## config.mk

```make
export PLATFORM = sky130hd
export DESIGN_NAME = window_gen_3x3
export DESIGN_NICKNAME = d
export VERILOG_FILES = /design/src/rtl/conv_pkg.sv /design/src/rtl/line_buf.sv /design/src/rtl/window_gen_3x3.sv
export SDC_FILE = /design/constraint.sdc
export NUM_CORES = 1
export LEC_CHECK = 0
export CORE_MARGIN = 1.5
export CORE_UTILIZATION = 54
export CTS_CLUSTER_DIAMETER = 40
export DETAILED_ROUTE_END_ITERATION = 7
export GPL_TIMING_DRIVEN = 0
export PLACE_DENSITY_LB_ADDON = 0.3
export SLEW_MARGIN = 15
export SYNTH_ARGS = -nofsm -noshare
export SYNTH_HDL_FRONTEND = slang
export SYNTH_HIERARCHICAL = 1
export SYNTH_SLANG_ARGS = --single-unit
```

## constraint.sdc

```tcl
create_clock -name i_clk -period 4.3 [get_ports i_clk]
set_input_delay 0.86 -clock i_clk [delete_from_list [all_inputs] [get_ports i_clk]]
set_output_delay 0.86 -clock i_clk [all_outputs]
set_load 0.1 [all_outputs]
```

## src/rtl/conv_pkg.sv

```systemverilog
// Shared constants for the 3x3 conv path: pixel width, frame size,
// window FSM states and tap ordering seen by the PE.
package conv_pkg;
  localparam int CONV_DW   = 16;
  localparam int IMG_W_DEF = 6;
  localparam int IMG_H_DEF = 6;

  typedef enum logic {
    S_FILL = 1'b0,
    S_RUN  = 1'b1
  } wg_state_e;

  localparam int TAP_N  = 9;
  localparam int TAP_TL = 0;
  localparam int TAP_TC = 1;
  localparam int TAP_TR = 2;
  localparam int TAP_ML = 3;
  localparam int TAP_MC = 4;
  localparam int TAP_MR = 5;
  localparam int TAP_BL = 6;
  localparam int TAP_BC = 7;
  localparam int TAP_BR = 8;
endpackage

```

## src/rtl/line_buf.sv

```systemverilog
// One image row of pixel storage; async read, write on enable,
// so a same-address access returns the old word.
module line_buf import conv_pkg::*; #(
  parameter int DEPTH = IMG_W_DEF,
  parameter int DW    = CONV_DW,
  localparam int AW   = (DEPTH > 1) ? $clog2(DEPTH) : 1
) (
  input  logic          i_clk,
  input  logic          i_en,
  input  logic [AW-1:0] i_addr,
  input  logic [DW-1:0] i_wdata,
  output logic [DW-1:0] o_rdata
);
  logic [DW-1:0] mem_q [DEPTH];

  assign o_rdata = mem_q[i_addr];

  always_ff @(posedge i_clk) begin
    if (i_en) mem_q[i_addr] <= i_wdata;
  end
endmodule

```

## src/rtl/window_gen_3x3.sv

```systemverilog
// Streaming 3x3 window generator, stride 1, no padding.
// Define WINGEN_FRAME_CNT_EN to add the o_frame_cnt output.
module window_gen_3x3 import conv_pkg::*; #(
  parameter int IMG_W = IMG_W_DEF,
  parameter int IMG_H = IMG_H_DEF,
  parameter int DW    = CONV_DW
) (
  input  logic                 i_clk,
  input  logic                 i_rst,
  input  logic                 i_valid,
  output logic                 o_ready,
  input  logic signed [DW-1:0] i_d,
  output logic                 o_valid,
  input  logic                 i_ready,
  output logic signed [DW-1:0] o_d0,
  output logic signed [DW-1:0] o_d1,
  output logic signed [DW-1:0] o_d2,
  output logic signed [DW-1:0] o_d3,
  output logic signed [DW-1:0] o_d4,
  output logic signed [DW-1:0] o_d5,
  output logic signed [DW-1:0] o_d6,
  output logic signed [DW-1:0] o_d7,
  output logic signed [DW-1:0] o_d8,
  output logic                 o_last
`ifdef WINGEN_FRAME_CNT_EN
  ,
  output logic [15:0]          o_frame_cnt
`endif
);
  localparam int CW = $clog2(IMG_W);
  localparam int RW = $clog2(IMG_H);
  localparam logic [CW-1:0] COL_END = CW'(IMG_W - 1);
  localparam logic [RW-1:0] ROW_END = RW'(IMG_H - 1);

  wg_state_e     state_q, state_d;
  logic [CW-1:0] col_q, col_d;
  logic [RW-1:0] row_q, row_d;
  logic [DW-1:0] win_q [TAP_N];
  logic [DW-1:0] win_d [TAP_N];
  logic [DW-1:0] tap_q [TAP_N];
  logic [DW-1:0] tap_d [TAP_N];
  logic          valid_q, valid_d;
  logic          last_q, last_d;
  logic [DW-1:0] lb0_rd, lb1_rd;
  logic          accept, xfer, produce;
  logic          col_end, frame_end;

  assign o_ready   = !valid_q | i_ready;
  assign accept    = i_valid & o_ready;
  assign xfer      = valid_q & i_ready;
  assign col_end   = (col_q == COL_END);
  assign frame_end = col_end && (row_q == ROW_END);
  assign produce   = accept && (state_q == S_RUN)
                     && (col_q >= CW'(2));

  line_buf #(.DEPTH(IMG_W), .DW(DW)) u_lb0 (
    .i_clk   (i_clk),
    .i_en    (accept),
    .i_addr  (col_q),
    .i_wdata (i_d),
    .o_rdata (lb0_rd)
  );

  line_buf #(.DEPTH(IMG_W), .DW(DW)) u_lb1 (
    .i_clk   (i_clk),
    .i_en    (accept),
    .i_addr  (col_q),
    .i_wdata (lb0_rd),
    .o_rdata (lb1_rd)
  );

  always_comb begin
    state_d = state_q;
    col_d   = col_q;
    row_d   = row_q;
    win_d   = win_q;
    tap_d   = tap_q;
    valid_d = valid_q;
    last_d  = last_q;
    if (xfer) begin
      valid_d = 1'b0;
      last_d  = 1'b0;
    end
    if (accept) begin
      for (int r = 0; r < 3; r++) begin
        win_d[r*3]   = win_q[r*3+1];
        win_d[r*3+1] = win_q[r*3+2];
      end
      win_d[TAP_TR] = lb1_rd;
      win_d[TAP_MR] = lb0_rd;
      win_d[TAP_BR] = i_d;
      col_d = col_end ? '0 : col_q + 1'b1;
      if (col_end)
        row_d = (row_q == ROW_END) ? '0 : row_q + 1'b1;
      unique case (state_q)
        S_FILL:
          if (col_end && row_q == RW'(1)) state_d = S_RUN;
        S_RUN:
          if (frame_end) state_d = S_FILL;
        default: state_d = S_FILL;
      endcase
    end
    // a window loaded here overrides any clear from a same-cycle transfer
    if (produce) begin
      tap_d   = win_d;
      valid_d = 1'b1;
      last_d  = frame_end;
    end
  end

  always_ff @(posedge i_clk) begin
    if (i_rst) begin
      state_q <= S_FILL;
      col_q   <= '0;
      row_q   <= '0;
      valid_q <= 1'b0;
      last_q  <= 1'b0;
      for (int i = 0; i < TAP_N; i++) begin
        win_q[i] <= '0;
        tap_q[i] <= '0;
      end
    end else begin
      state_q <= state_d;
      col_q   <= col_d;
      row_q   <= row_d;
      valid_q <= valid_d;
      last_q  <= last_d;
      win_q   <= win_d;
      tap_q   <= tap_d;
    end
  end

  assign o_valid = valid_q;
  assign o_last  = last_q;
  assign o_d0    = tap_q[TAP_TL];
  assign o_d1    = tap_q[TAP_TC];
  assign o_d2    = tap_q[TAP_TR];
  assign o_d3    = tap_q[TAP_ML];
  assign o_d4    = tap_q[TAP_MC];
  assign o_d5    = tap_q[TAP_MR];
  assign o_d6    = tap_q[TAP_BL];
  assign o_d7    = tap_q[TAP_BC];
  assign o_d8    = tap_q[TAP_BR];

`ifdef WINGEN_FRAME_CNT_EN
  logic [15:0] fcnt_q, fcnt_d;

  always_comb begin
    fcnt_d = fcnt_q;
    if (xfer && last_q) fcnt_d = fcnt_q + 16'd1;
  end

  always_ff @(posedge i_clk) begin
    if (i_rst) fcnt_q <= '0;
    else       fcnt_q <= fcnt_d;
  end

  assign o_frame_cnt = fcnt_q;
`endif
endmodule
```

**Word-level counts from Yosys, hierarchy flattened**

Memories as Yosys holds them, arrays and structs flattened. A register that Yosys moved wholly into a read port is not among the register bits.
Cells that the tools add are included.

- Input bits: 20
- Output and inout port bits: 147
- Word-level logic and storage cells: 57
- Memories kept: 2
- RAM bits: 192
- Register bits after elaboration: 297

Memory list:

| memory | depth | width | read ports | clocked after Yosys merged registers in | write ports | RTL line | source |
|---|---|---|---|---|---|---|---|
| u_lb0.mem_q | 6 | 16 | 1 | 1 | 1 | line_buf.sv:14 | `logic [DW-1:0] mem_q [DEPTH];` |
| u_lb1.mem_q | 6 | 16 | 1 | 1 | 1 | line_buf.sv:14 |  |

- Bitwise logic cells: 4
- $add $sub $neg: 2
- Eq/ne operators: 3
- Multiplexer cells: 15
- Magnitude comparators: 1
- Reductions and logical operators: 7

Operator list:

| cell | count |
|---|---|
| two-way mux 144 bit | 1 |
| two-way mux 3 bit | 6 |
| two-way mux 1 bit | 7 |
| adder 3 x 1 -> 3 bit (second input constant) | 2 |
| == test 3 bit (second input constant) | 2 |
| logical AND 1 bit | 4 |
| == test 3 x 1 -> 1 bit (second input constant) | 1 |
| greater-or-equal comparator 3 x 2 -> 1 bit (second input constant) | 1 |
| AND 1 bit | 2 |
| one-hot mux 1 bit (2 select lines) | 1 |
| AND reduction 2 bit | 1 |
| nonzero test 2 bit | 1 |
| zero test 1 bit | 1 |
| NOT 1 bit | 1 |
| OR 1 bit | 1 |

**Logic depth before layout (Yosys ltp)**

Gate-level depths: netlist of the first run.

- Depth in word-level cells: 6
- Gate-level depth with buffers: 8
- Gate-level depth less buffers: 5

**By module**

Netlist of the first run, hierarchy kept.

By module, submodules not included:

| module | sequential area each (um^2) | cells an instance | area an instance (um^2) | times used |
|---|---|---|---|---|
| window_gen_3x3 | 4984.8 | 1134 | 9811.9 | 1 |
| line_buf | 2882.8 | 200 | 3837.4 | 2 |

**Least setup slack after synthesis of the first run**

Ideal clock, no wire load.

- Path type: input-to-reg
- From: input i_valid
- To: memory u_lb0/mem_q[0][0] (netlist name) (enable)
- Path slack: 867 ps
- Data arrival time: 3020 ps
- Required time: 3887 ps
- Path buffers: 3
- Stages: 7
- Setup time: 413 ps
- Cell sequence: buf_2 > inv_2 > buf_2 > clkbuf_1 > nor2_1 > nor2b_1 > nor3b_1

- Cells in the longest elaborated chain, start to end: 3

RTL lines:

| what | RTL line | source |
|---|---|---|
| start: declaration | window_gen_3x3.sv:10 | `input logic i_valid,` |
| AND 1 bit | window_gen_3x3.sv:49 | `assign accept = i_valid & o_ready;` |
| named net accept | window_gen_3x3.sv:45 | `logic accept, xfer, produce;` |
| two-way mux 1 bit | line_buf.sv:19 | `if (i_en) mem_q[i_addr] <= i_wdata;` |
| two-way mux 1 bit (implied by the code) | line_buf.sv:19 |  |
| end: declaration | line_buf.sv:14 |  |

The timed path passes the listed nets, and every way through them passes these cells.

**Final worst setup path of the first run**

- From: input i_ready
- To: output o_ready

- Cells in the longest elaborated chain, start to end: 1

RTL lines:

| what | RTL line | source |
|---|---|---|
| start: declaration | window_gen_3x3.sv:14 | `input logic i_ready,` |
| OR 1 bit | window_gen_3x3.sv:48 | `assign o_ready = !valid_q \| i_ready;` |
| end: declaration | window_gen_3x3.sv:11 | `output logic o_ready,` |

Every way passes these cells.

==> results_dict.tcl, run 1 <==
set metrics [dict create \
    finalCriticalPeriod_ps 3980 \
    skew_ps 20.01 \
    synth-seq-area-share_pct 61.48 \
    grt_first_pass_wirelength_um 67850 \
    synth_compound_area_share_pct 7.642 \
    finalCritPeriodShare_pct 92.57 \
    die_y_um 183.0 \
    grt_pass1_vias 12320 \
    dpl.cell_count 2105 \
    slowest_delay_ps 1180 \
    synth_cells 1534 \
    rows 65 \
    clk_path_buf_depth 3 \
    synth-async-reset-ratio_pct 0 \
    power_per_cell_area_mw_per_mm2 449.4 \
    worst_pin_slew_ps 1087 \
    cp.arrival_ps 3120 \
    holdBufCountCts 0 \
    first_pass_iters 5 \
    synth_warnings 6 \
    worstSetupEndpointType "primary output" \
    post_cts_buffers 0 \
    area.growth.synth_to_final_pct 23.07 \
    final_cell_mix "296 x nand2_1, 249 x dfxtp_1, 192 x edfxtp_1" \
    vias 12600 \
    fin_setup_tns_ps 0 \
    cap_violations 0 \
    grt_usage_pct 26.30 \
    synth_cell_type_count 33 \
    die_w_um 183.0 \
    ys_ff_latch 441 \
    drcViolationCount 0 \
    dieArea_mm2 0.03347 \
    syn_area_per_cell_um2 11.40 \
    diodes 0 \
    crit_family "buffers and inverters" \
    post_cts_resized 0 \
    fillers 2374 \
    final_cells 2202 \
    worstSetupPathType "in2out" \
    gp_congestion 0.9225 \
    drt_iter0_markers 956 \
    slew_headroom_pct 27.29 \
    cp_max_fo 9 \
    postRouteAntennaNets 0 \
    synth-simple-area-share_pct 11.36 \
    drv_slew 0 \
    synth_edf_count 192 \
    antenna_found_initial 0 \
    drive_gt1_share_pct 11.61 \
    via_per_inst 5.723 \
    totalWireLength_um 44250 \
    core_mm2 0.03172 \
    worst_ep_required_time_ps 3440 \
    synthAdderAreaFrac_pct 0 \
    cts_tree "yes" \
    port_buffers 164 \
    hold_class "reg2reg" \
    yosys_most_used_dff "dfxtp_1" \
    final_util_pct 67.85 \
    nets 1777 \
    layout_commonest_cell "nand2_1" \
    grt_max_degree 17 \
    ios 167 \
    critPathLaunchType "input pin" \
    setup_viol 0 \
    wl_per_cell_um 20.10 \
    status "finished clean" \
    clock-sinks 441 \
    synth_xor_area_share_pct 0 \
    rsz0062_at_grt "no" \
    path_buf_inv 5 \
    overflow 0 \
    clock_latency_ps 560 \
    cts_buffers 52 \
    cts_root_buf "clkbuf_16" \
    path_cells "clkdlybuf4s50_1 > nor2b_1 > buf_6 > clkinv_1 > clkbuf_1 > clkdlybuf4s50_1" \
    total_leakage_power_nw 7.222 \
    synth_top_family_by_area "multiplexers" \
    dpl.hpwl_um 30170 \
    htreeDepth 2 \
    syn-num-nets 1554 \
    cp_common_cell "clkdlybuf4s50_1" \
    cts.clk_slew.worst_paths_ps 60 \
    max_freq_mhz 251.2 \
    final_hold_viol_count 0 \
    start_util_pct 55.13 \
    synth_mux_area_share_pct 14.89 \
    syn_area_mm2 0.01749 \
    top_regs "u_lb0/mem_q x96, u_lb1/mem_q x96, win_q x96" \
    irDropWorstVdd_mv 0.3309 \
    slowest_stage "clkdlybuf4s50_1" \
]
[kinds of logic (layout without fill, tap and decap cells)]
logic type,Yosys count,in the layout
AO/OA/AOI/OAI,233,233
buffers and inverters,157,423
flip-flops,441,441
multiplexers,243,243
AND/OR/NAND/NOR,460,460
[per-layer routing]
layer / part of all wire, % / global-route usage, %
met1: 41 / 33.58
met2: 47 / 43.91
met3: 7.8 / 5.361
met4: 3.6 / 10.66
met5: 0 / 0
[cell type report]
type / instances / area (µm²) / area share [%]
sequential: 441 / 10750 / 49.95
tap: 402 / 503.0 / 2.337
inverter: 5 / 18.77 / 0.08721
multi-input combinational: 936 / 5947 / 27.63
buffer: 152 / 790.8 / 3.674
timing repair buffer: 169 / 1694 / 7.872
clock inverter: 33 / 389.1 / 1.808
clock buffer: 64 / 1428 / 6.634
[worst register-to-register path: stages (launching register included)]
cell and delay [ps]:
dfxtp_1 350, nor2b_1 150, buf_6 150, clkbuf_1 160, nor2_1 480, nor2b_1 320, nor3b_2 500, buf_4 260
buf_4 170
[stage by stage]
step,cell area (µm²),hold WS (ps),setup slack [ps],total power [mW]
after floorplan,17490,434.7,867.1,4.991
after global placement,19630,440.9,-528.0,5.200
after detailed placement,19700,445.8,342.6,5.226
after CTS,21520,459.1,333.1,9.720
after global routing,21520,474.5,266.3,9.948
final,21520,455.8,319.6,9.672
[power breakdown]
part           leakage [nW]  internal, mW  total, mW  switching (mW)
clock                 0.886          2.76       4.52            1.77
combinational          2.57         0.199      0.594           0.395
sequential             3.77          4.50       4.55          0.0577
[cell usage after synthesis (all sizes together) (3+ instances only)]
| cell type | number | area share, % |
|---|---|---|
| inv | 3 | 0.064 |
| nor4 | 3 | 0.19 |
| edfxtp | 192 | 33 |
| nand4 | 3 | 0.11 |
| clkbuf | 82 | 1.8 |
| nor2 | 7 | 0.15 |
| nand2 | 296 | 6.4 |
| o21ai | 98 | 2.8 |
| dfxtp | 249 | 29 |
| mux2 | 65 | 4.7 |
| and3 | 4 | 0.14 |
| nand3 | 98 | 2.8 |
| o31ai | 3 | 0.13 |
| a221o | 32 | 1.8 |
| nor3 | 34 | 0.97 |
| a21oi | 99 | 2.8 |
| mux2i | 178 | 10 |
| nor2b | 7 | 0.25 |
| buf | 70 | 2.8 |
[path summary, 6_finish.rpt]
path	start	to	slack [ps]	depth (start not counted)
worst max register to register	o_valid	u_lb1/mem_q[0][8]	1470	8
worst min-delay path	o_d6[8]	o_d6[8]	460	2
worst max-delay path	i_ready	o_ready	320	6
worst min register to register	o_d6[8]	o_d6[8]	460	2
Power figures use the tool's default switching activity.
==> run 2: changes to the inputs <==
- SKIP_LAST_GASP: default -> 1
==> results of run 2 <==
Same layout as run 1: the final DEF is identical, and so are final timing and power.
